<file path="src/rtl/nth_root_seq.sv">
`default_nettype none
// ============================================================================
// Module   : nth_root_seq
// Purpose  : Sequential n-th root, Q(IN_W).(FRAC_W) result, MSB-first search.
// Revision : 1.0
// ============================================================================
module nth_root_seq #(
    parameter  int IN_W   = 10,
    parameter  int FRAC_W = 10,
    parameter  int EXP_W  = 3,
    localparam int RES_W  = IN_W + FRAC_W
) (
    input  logic              clk,
    input  logic              rst,
    input  logic              in_valid,
    output logic              in_ready,
    input  logic [IN_W-1:0]   in_radicand,
    input  logic [EXP_W-1:0]  in_exp,
    output logic              out_valid,
    input  logic              out_ready,
    output logic [RES_W-1:0]  out_root,
    output logic              out_exact,
    output logic              out_err
);

    localparam int PROD_W = 2 * RES_W;
    localparam int BIT_W  = $clog2(RES_W);

    typedef enum logic [1:0] {
        S_IDLE = 2'd0,
        S_CAND = 2'd1,
        S_POW  = 2'd2,
        S_DONE = 2'd3
    } state_t;

    state_t             state_q;
    logic [IN_W-1:0]    x_q;
    logic [EXP_W-1:0]   n_q;
    logic [PROD_W-1:0]  xe_q;
    logic [RES_W-1:0]   root_q;
    logic [RES_W-1:0]   cand_q;
    logic [RES_W-1:0]   acc_q;
    logic [EXP_W-1:0]   cnt_q;
    logic [BIT_W-1:0]   bit_q;
    logic               exact_q;
    logic               err_q;
    logic               in_ready_q;
    logic               out_valid_q;
    logic [RES_W-1:0]   out_root_q;
    logic               out_exact_q;
    logic               out_err_q;

    logic [RES_W-1:0]   cand_d;
    logic [PROD_W-1:0]  w_prod;
    logic [EXP_W:0]     w_cnt_inc;
    logic               w_fits;
    logic               w_last_mul;

    assign cand_d     = root_q | (RES_W'(1) << bit_q);
    assign w_prod     = {{RES_W{1'b0}}, acc_q} * {{RES_W{1'b0}}, cand_q};
    assign w_cnt_inc  = {1'b0, cnt_q} + 1'b1;
    assign w_fits     = (w_prod <= xe_q);
    assign w_last_mul = (w_cnt_inc == {1'b0, n_q});

    always_ff @(posedge clk) begin
        if (rst) begin
            state_q     <= S_IDLE;
            x_q         <= '0;
            n_q         <= '0;
            xe_q        <= '0;
            root_q      <= '0;
            cand_q      <= '0;
            acc_q       <= '0;
            cnt_q       <= '0;
            bit_q       <= '0;
            exact_q     <= 1'b0;
            err_q       <= 1'b0;
            in_ready_q  <= 1'b1;
            out_valid_q <= 1'b0;
            out_root_q  <= '0;
            out_exact_q <= 1'b0;
            out_err_q   <= 1'b0;
        end else begin
            case (state_q)
                S_IDLE: begin
                    if (in_valid) begin
                        x_q        <= in_radicand;
                        n_q        <= in_exp;
                        xe_q       <= PROD_W'(in_radicand) << (2 * FRAC_W);
                        root_q     <= '0;
                        bit_q      <= BIT_W'(RES_W - 1);
                        exact_q    <= 1'b0;
                        err_q      <= 1'b0;
                        in_ready_q <= 1'b0;
                        state_q    <= S_CAND;
                    end
                end
                S_CAND: begin
                    if (n_q == '0) begin
                        err_q   <= 1'b1;
                        root_q  <= '0;
                        state_q <= S_DONE;
                    end else if (n_q == EXP_W'(1)) begin
                        root_q  <= RES_W'(x_q) << FRAC_W;
                        exact_q <= 1'b1;
                        state_q <= S_DONE;
                    end else if (x_q == '0) begin
                        root_q  <= '0;
                        exact_q <= 1'b1;
                        state_q <= S_DONE;
                    end else begin
                        cand_q  <= cand_d;
                        acc_q   <= cand_d;
                        cnt_q   <= EXP_W'(1);
                        state_q <= S_POW;
                    end
                end
                S_POW: begin
                    // Full-width product is compared before any truncation
                    if (w_fits && w_last_mul)
                        root_q <= cand_q;
                    if (w_fits && !w_last_mul) begin
                        acc_q <= w_prod[FRAC_W +: RES_W];
                        cnt_q <= cnt_q + 1'b1;
                    end else if (w_prod == xe_q) begin
                        exact_q <= 1'b1;
                        state_q <= S_DONE;
                    end else if (bit_q == '0) begin
                        state_q <= S_DONE;
                    end else begin
                        bit_q   <= bit_q - 1'b1;
                        state_q <= S_CAND;
                    end
                end
                S_DONE: begin
                    if (!out_valid_q) begin
                        out_root_q  <= root_q;
                        out_exact_q <= exact_q;
                        out_err_q   <= err_q;
                        out_valid_q <= 1'b1;
                    end else if (out_ready) begin
                        out_valid_q <= 1'b0;
                        in_ready_q  <= 1'b1;
                        state_q     <= S_IDLE;
                    end
                end
                default: state_q <= S_IDLE;
            endcase
        end
    end

    assign in_ready  = in_ready_q;
    assign out_valid = out_valid_q;
    assign out_root  = out_root_q;
    assign out_exact = out_exact_q;
    assign out_err   = out_err_q;

endmodule
`default_nettype wire

</file>
<file path="config.mk">
export PLATFORM = sky130hd
export DESIGN_NAME = nth_root_seq
export DESIGN_NICKNAME = d
export VERILOG_FILES = /design/src/rtl/nth_root_seq.sv
export SDC_FILE = /design/constraint.sdc
export NUM_CORES = 1
export LEC_CHECK = 0
export ABC_CLOCK_PERIOD_IN_PS = 8000
export CAP_MARGIN = 25
export CORE_MARGIN = 3
export CORE_UTILIZATION = 59
export CTS_CLUSTER_DIAMETER = 120
export DETAILED_ROUTE_END_ITERATION = 12
export PLACE_DENSITY = 0.91
export SLEW_MARGIN = 20
export SYNTH_ARGS = -nofsm -noshare
export SYNTH_HDL_FRONTEND = slang
export SYNTH_SLANG_ARGS = --single-unit
</file>
<file path="constraint.sdc">
create_clock -name clk -period 8 [get_ports clk]
set_clock_uncertainty 0.1 [all_clocks]
set_input_delay 0.8 -clock clk [delete_from_list [all_inputs] [get_ports clk]]
set_output_delay 0.8 -clock clk [all_outputs]
set_load 0.02 [all_outputs]
</file>
==> results of run 1 <==
## critical path, delay by kind of cell (launching register included)
family                   cells  cell delay, ns
AO/OA/AOI/OAI                6            1.07
XOR/XNOR                     1            0.13
adder cells (fa/ha/maj)      9            4.16
buffers and inverters       15            1.65
flip-flops                   1            0.34
AND/OR/NAND/NOR             10            1.66
## sequential cells by signal, summed over array words and instances (netlist names), 2 cells and up
signal / cells
acc_q: 20
cand_q: 20
out_root: 20
root_q: 20
x_q: 10
bit_q: 5
cnt_q: 3
n_q: 3
state_q: 2
## per-layer routing
metal | vias up | routed length, um | track usage, %
met1 | 8775 | 23000 | 44.4
met5 | - | 0 | 0
li1 | 7799 | - | -
met3 | 348 | 7010 | 6.79
met2 | 1373 | 30300 | 59.8
met4 | 0 | 4480 | 19.0
## how the worst min path moves through the flow
stage	to	slack [ns]
2_1_floorplan	out_err$_SDFFE_PP0P_	0.33
3_3_place_gp	out_root[2]$_SDFFE_PP0P_	0.34
3_5_place_dp	out_root[4]$_SDFFE_PP0P_	0.35
4_1_cts	out_root[4]$_SDFFE_PP0P_	0.36
5_1_grt	out_root[5]$_SDFFE_PP0P_	0.39
6_report	out_root[4]$_SDFFE_PP0P_	0.36
## Yosys cell counts (32+ instances only)
library cell	instances	area share [%]
o21ai_0	35	0.90
a21oi_1	131	3.4
ha_1	171	11
nand2_1	318	6.1
nor2_1	69	1.3
clkbuf_1	130	2.5
and2_1	206	6.6
fa_1	320	33
inv_1	400	7.7
dfxtp_1	109	11
a211oi_1	32	1.2
## placed cells by master (no fill, tap or decap), types with 12 or more instances in the layout
cell,netlist,layout
fa_2,0,12
nand3_1,21,19
inv_1,400,392
nand4_1,18,18
nand2_1,318,316
fa_1,320,308
a22o_1,19,19
dfxtp_1,109,81
o21ai_0,35,27
ha_4,0,12
a211oi_1,32,31
nor2_1,69,66
buf_4,1,295
buf_6,3,29
xnor2_1,19,19
ha_1,171,158
dfxtp_2,0,17
o211ai_1,21,21
and2_1,206,196
nor3_1,19,19
clkdlybuf4s50_1,0,39
a21oi_1,131,122
a21o_1,20,20
## power by group
group	leakage, uW	switching (uW)	internal, uW
combinational	0.0106	1280	934
sequential	0.000900	150	622
clock	0.000152	253	228
## stage by stage
stage | std cells | total power [uW]
final | 2975 | 3460
after global routing | 2974 | 3570
after CTS | 2963 | 3150
after detailed placement | 2901 | 2380
after global placement | 2901 | 2310
after floorplan | 2299 | 1690
## what timing repair did
action	4_1_cts	5_1_grt
pin swaps	72	40
gates cloned	3	1
endpoints found under the setup margin	51	51
buffers inserted	44	12
hold buffers	0	0
gates resized for setup	134	49
## cells by family (layout without fill, tap and decap cells)
| kind of cell | Yosys count | count (layout) | synth area share (%) |
|---|---|---|---|
| XOR/XNOR | 29 | 29 | 1.30 |
| AND/OR/NAND/NOR | 738 | 738 | 19.0 |
| AO/OA/AOI/OAI | 367 | 367 | 13.0 |
| multiplexers | 13 | 13 | 0.694 |
| adder cells (fa/ha/maj) | 491 | 491 | 43.9 |
| buffers and inverters | 552 | 792 | 10.9 |
| flip-flops | 109 | 109 | 11.2 |
| other | 0 | 1 | 0 |
## layout make-up
type	instances	area, sq um	share of cell area [%]
Tap cell	435	544	2.31
Clock inverter	7	83.8	0.356
Timing Repair Buffer	374	3160	13.5
Clock buffer	9	225	0.958
Inverter	402	1510	6.42
Sequential cell	109	2240	9.55
Antenna cell	1	2.50	0.0106
Multi-Input combinational cell	1638	15700	66.9
==> flow_summary_export.csv, run 1 <==
group,metric,value,unit
setup_path,cp_data_arrival_time,9.40,ns
placement,dpl-instance-area,0.0220,sq mm
grt,grt_overflow,0,
setup_path,critPathMostFrequentCell,"fa_1",
setup_path,worstPathRequired,8.14,ns
grt,grt_pass1_wl,101000,um
synth,synthArstFlopShare,0,%
setup_path,cp-start-kind,"register",
pwr,vdd_drop_max,0.198,mV
placement,place_hpwl,49100,um
synth,synth.ff_latch_count,109,
finish,fin_util,73.4,%
clocking,cts_root_buf,"clkbuf_16",
setup_path,r2r-start,"cand_q[3]$_SDFFE_PP0P_",
finish,drive_gt1_share,19.7,%
floorplanning,die_area,0.0352,sq mm
synth,synth_cell_types,86,
finish,finalNetCount,3042,
sta,finalCritPeriodShare,116,%
sta,whs,0.357,ns
synth,synth-edff-count,0,
detailed_routing,viasPerCell,6.15,
sta,setup_viol,51,
floorplanning,dieWidth,188,um
synth,synth-seq-area-share,11.2,%
placement,port_buffers,40,
grt,grt_use_total,35.9,%
sta,tightest_slew,1.07,ns
detailed_routing,firstDrtPassIters,11,
floorplanning,start_util,60.8,%
sta,worst_slack,-1.26,ns
sta,hold_viol,0,
setup_path,path_class,"register to register",
pwr,p_per_area,147,mW/mm^2
sta,setup_tns,-59.73,ns
hold_path,hold_start,"out_root[4]$_SDFFE_PP0P_",
detailed_routing,drc,0,
synth,synth_cells,2299,
setup_path,cp_slowest_stage_delay,0.55,ns
synth,syn_nets,2807,
synth,yosysWarnings,0,
setup_path,crit_path_start,"cand_q[3]$_SDFFE_PP0P_",
placement,gp_congestion,1.04,
grt,antenna_found_initial,0,
setup_path,endpoint_kind,"register",
floorplanning,die_y,188,um
sta,max_slew_margin,27.8,%
setup_path,cp_slowest_cell,"fa_1",
detailed_routing,drt_iter0_markers,2143,
sta,slew_violations,0,
detailed_routing,ant_nets,0,
clocking,cts.sinks,109,
detailed_routing,wire_per_inst,21.8,um
sta,rsz0062_at_grt,"true",
setup_path,r2r_cells,41,
clocking,clock_path_buffers,2,
detailed_routing,num_vias,18295,
detailed_routing,routed_wl,64800,um
grt,first_global_vias,19379,
hold_path,hold_class,"register to register",
hold_path,holdPathStages,2,
synth,syn_area,0.0195,sq mm
clocking,numCtsBuffers,9,
clocking,cts.clk_slew.worst_paths,0.08,ns
placement,place_ws,-1.39,ns
sta,min_period,9.26,ns
run,drv_cap,0,
setup_path,r2r_slack,-1.26,ns
pwr,leakagePower,0.0117,uW
run_status,violations,"negative setup slack",
setup_path,reg2reg_to,"acc_q[17]$_SDFFE_PP0P_",
clocking,clk_latency,0.37,ns
synth,synth.avg_cell_area,8.47,sq um
sta,max_freq,108,MHz
finish,fillers,2164,
floorplanning,core-area,0.0320,sq mm
setup_path,cp-endpoint,"acc_q[17]$_SDFFE_PP0P_",
finish,syn_to_final_growth,20.8,%
finish,fin_area,0.0235,sq mm
clocking,cts_tree,"yes",
run_status,status,"finished, violations left",
grt,grt_max_degree,100,
synth,synth_ff_type,"dfxtp_1",
clocking,cts_max_level,3,
setup_path,path_max_fanout,5,
floorplanning,num_rows,65,
floorplanning,io_pins,41,
(Power assumes the default switching activity.)
==> run 2: changes to the inputs <==
CORE_UTILIZATION = 60   (was 59)
CTS_BUF_LIST = sky130_fd_sc_hd__clkbuf_4 sky130_fd_sc_hd__clkbuf_8   (was default)
PLACE_DENSITY = 0.92   (was 0.91)
==> run 2 against run 1 <==
The flow still finishes with violations (negative setup slack). Die area decreased by 1.6%. Clock power shrank 17%. Global-route usage down 0.17 points. Worst setup slack improved by 0.13 ns. Critical path depth decreased by 8. Combinational power is 5% lower. Via count is 1.4% lower. Worst hold slack improved by 0.0054 ns. Largest cell class unchanged.
==> flow_summary_export.csv, run 2 (synthesis results as in run 1) <==
group,metric,value,unit
run_status,status,"finished, violations left",
run_status,violations,"negative setup slack",
detailed_routing,met3_length,6590,um
floorplanning,num_rows,65,
grt,first_global_vias,18819,
setup_path,cp-start-kind,"register",
grt,grt_use_total,35.7,%
finish,mostFrequentLayoutCell,"inv_1",
detailed_routing,routed_wl,62500,um
setup_path,path_class,"register to register",
run,drv_cap,0,
detailed_routing,wl_met1,22400,um
floorplanning,die_y,186,um
placement,dpl-instance-area,0.0220,sq mm
clocking,cts.sinks,109,
grt,antenna_found_initial,0,
floorplanning,die_area,0.0346,sq mm
setup_path,cp_data_arrival_time,9.36,ns
placement,gp_congestion,1.06,
finish,drive_gt1_share,19.2,%
detailed_routing,dr_wl_met2,29300,um
clocking,cts_root_buf,"clkbuf_8",
pwr,p_per_area,140,mW/mm^2
finish,diodes,0,
setup_path,cp_slowest_stage_delay,0.58,ns
grt,grt_overflow,0,
setup_path,critPathMostFrequentCell,"fa_1",
finish,multi_input_area,0.0157,sq mm
detailed_routing,firstDrtPassIters,5,
clocking,numCtsBuffers,9,
clocking,clock_path_buffers,2,
grt,grt_max_degree,72,
pwr,vdd_drop_max,0.234,mV
clocking,cts_tree,"yes",
finish,final_cell_mix,"inv_1 (390), nand2_1 (315), fa_1 (310)",
setup_path,crit_path_start,"acc_q[12]$_SDFFE_PP0P_",
finish,fillers,2110,
detailed_routing,maxUsedRoutingLayer,"met4",
sta,max_freq,109,MHz
sta,whs,0.362,ns
sta,tightest_slew,1.05,ns
sta,hold_viol,0,
pwr,leakagePower,0.0115,uW
detailed_routing,wire_per_inst,21.2,um
detailed_routing,drt_iter0_markers,2267,
sta,max_slew_margin,29.1,%
grt,grt_pass1_wl,96700,um
clocking,cts_hold_buf,0,
setup_path,endpoint_kind,"register",
floorplanning,start_util,61.2,%
finish,finalNetCount,3019,
sta,rsz0062_at_grt,"true",
placement,place_hpwl,48400,um
sta,min_period,9.14,ns
sta,slew_violations,0,
sta,setup_viol,51,
sta,worst_slack,-1.14,ns
placement,port_buffers,40,
floorplanning,core-area,0.0318,sq mm
detailed_routing,viasPerCell,6.12,
finish,syn_to_final_growth,19.1,%
clocking,cts.clk_slew.worst_paths,0.12,ns
setup_path,worstPathRequired,8.23,ns
floorplanning,dieWidth,186,um
finish,fin_area,0.0232,sq mm
hold_path,hold_class,"register to register",
detailed_routing,num_vias,18047,
clocking,cts_max_level,3,
sta,finalCritPeriodShare,114,%
floorplanning,io_pins,41,
hold_path,hold_start,"out_root[16]$_SDFFE_PP0P_",
clocking,clk_latency,0.44,ns
finish,ff_latch_area,0.00224,sq mm
setup_path,cp_slowest_cell,"fa_1",
detailed_routing,ant_nets,0,
setup_path,r2r-start,"acc_q[12]$_SDFFE_PP0P_",
setup_path,path_max_fanout,13,
detailed_routing,drc,0,
-- run 2: cell types whose count changed in the layout (fill, tap and decap cells not counted), sizes merged --
cell	change
diode	-1
clkbuf	+2
buf	-25
-- run 2: worst max-delay path, delay by kind of cell, from the launching register on --
family,cells,cell delay [ns]
flops,1,0.51
buf+inv,6,0.77
compound gates,5,1.00
fa+ha+maj,9,3.95
xor+xnor,1,0.33
simple gates,12,2.35
-- run 2: area by class of cell --
| cell class | instances | share of cell area [%] |
|---|---|---|
| well taps | 435 | 2.35 |
| clock inverters | 7 | 0.437 |
| inverters | 402 | 6.50 |
| flip-flops and latches | 109 | 9.67 |
| multi-input cells | 1638 | 67.5 |
| repair buffers | 351 | 13.0 |
| clock buffers | 9 | 0.534 |
-- run 2: path summary, 6_finish.rpt --
kind / endpoint / slack, ns / cells past startpoint
min reg2reg: out_root[16]$_SDFFE_PP0P_ / 0.36 / 2
max: root_q[0]$_SDFFE_PP0P_ / -1.14 / 33
min: out_root[16]$_SDFFE_PP0P_ / 0.36 / 2
max reg2reg: root_q[0]$_SDFFE_PP0P_ / -1.14 / 33
-- run 2: layer usage --
metal  vias up  global-route usage, %
met4         0                   19.0
met2      1209                   58.6
li1       7741                      -
met5         -                      0
met1      8736                   44.7
met3       361                   7.45
-- run 2: timing repair --
item | in CTS | in global routing
pin swaps | 55 | 46
setup buffers | 24 | 10
cloned | 0 | 3
endpoints found under the setup margin | 51 | 51
resized for setup | 103 | 67
-- run 2: through the flow --
stage / setup TNS, ns / setup WS [ns] / total power, uW / utilization (%) / std cells
global placement: -59.42 / -1.29 / 2310 / 69.3 / 2900
CTS: -48.87 / -1.03 / 2970 / 71.6 / 2939
finish: -53.73 / -1.14 / 3260 / 72.9 / 2951
floorplan: -23.52 / -0.580 / 1690 / - / 2299
detailed placement: -75.46 / -1.59 / 2390 / 69.3 / 2900
global route: -69.17 / -1.42 / 3380 / 72.9 / 2951
-- run 2: power by group --
part | total, uW | switching [uW] | internal, uW | leakage (uW)
sequential | 764 | 144 | 621 | 0.000900
clock | 398 | 263 | 135 | 0.000111
combinational | 2100 | 1210 | 884 | 0.0105
total | 3260 | 1620 | 1640 | 0.0115
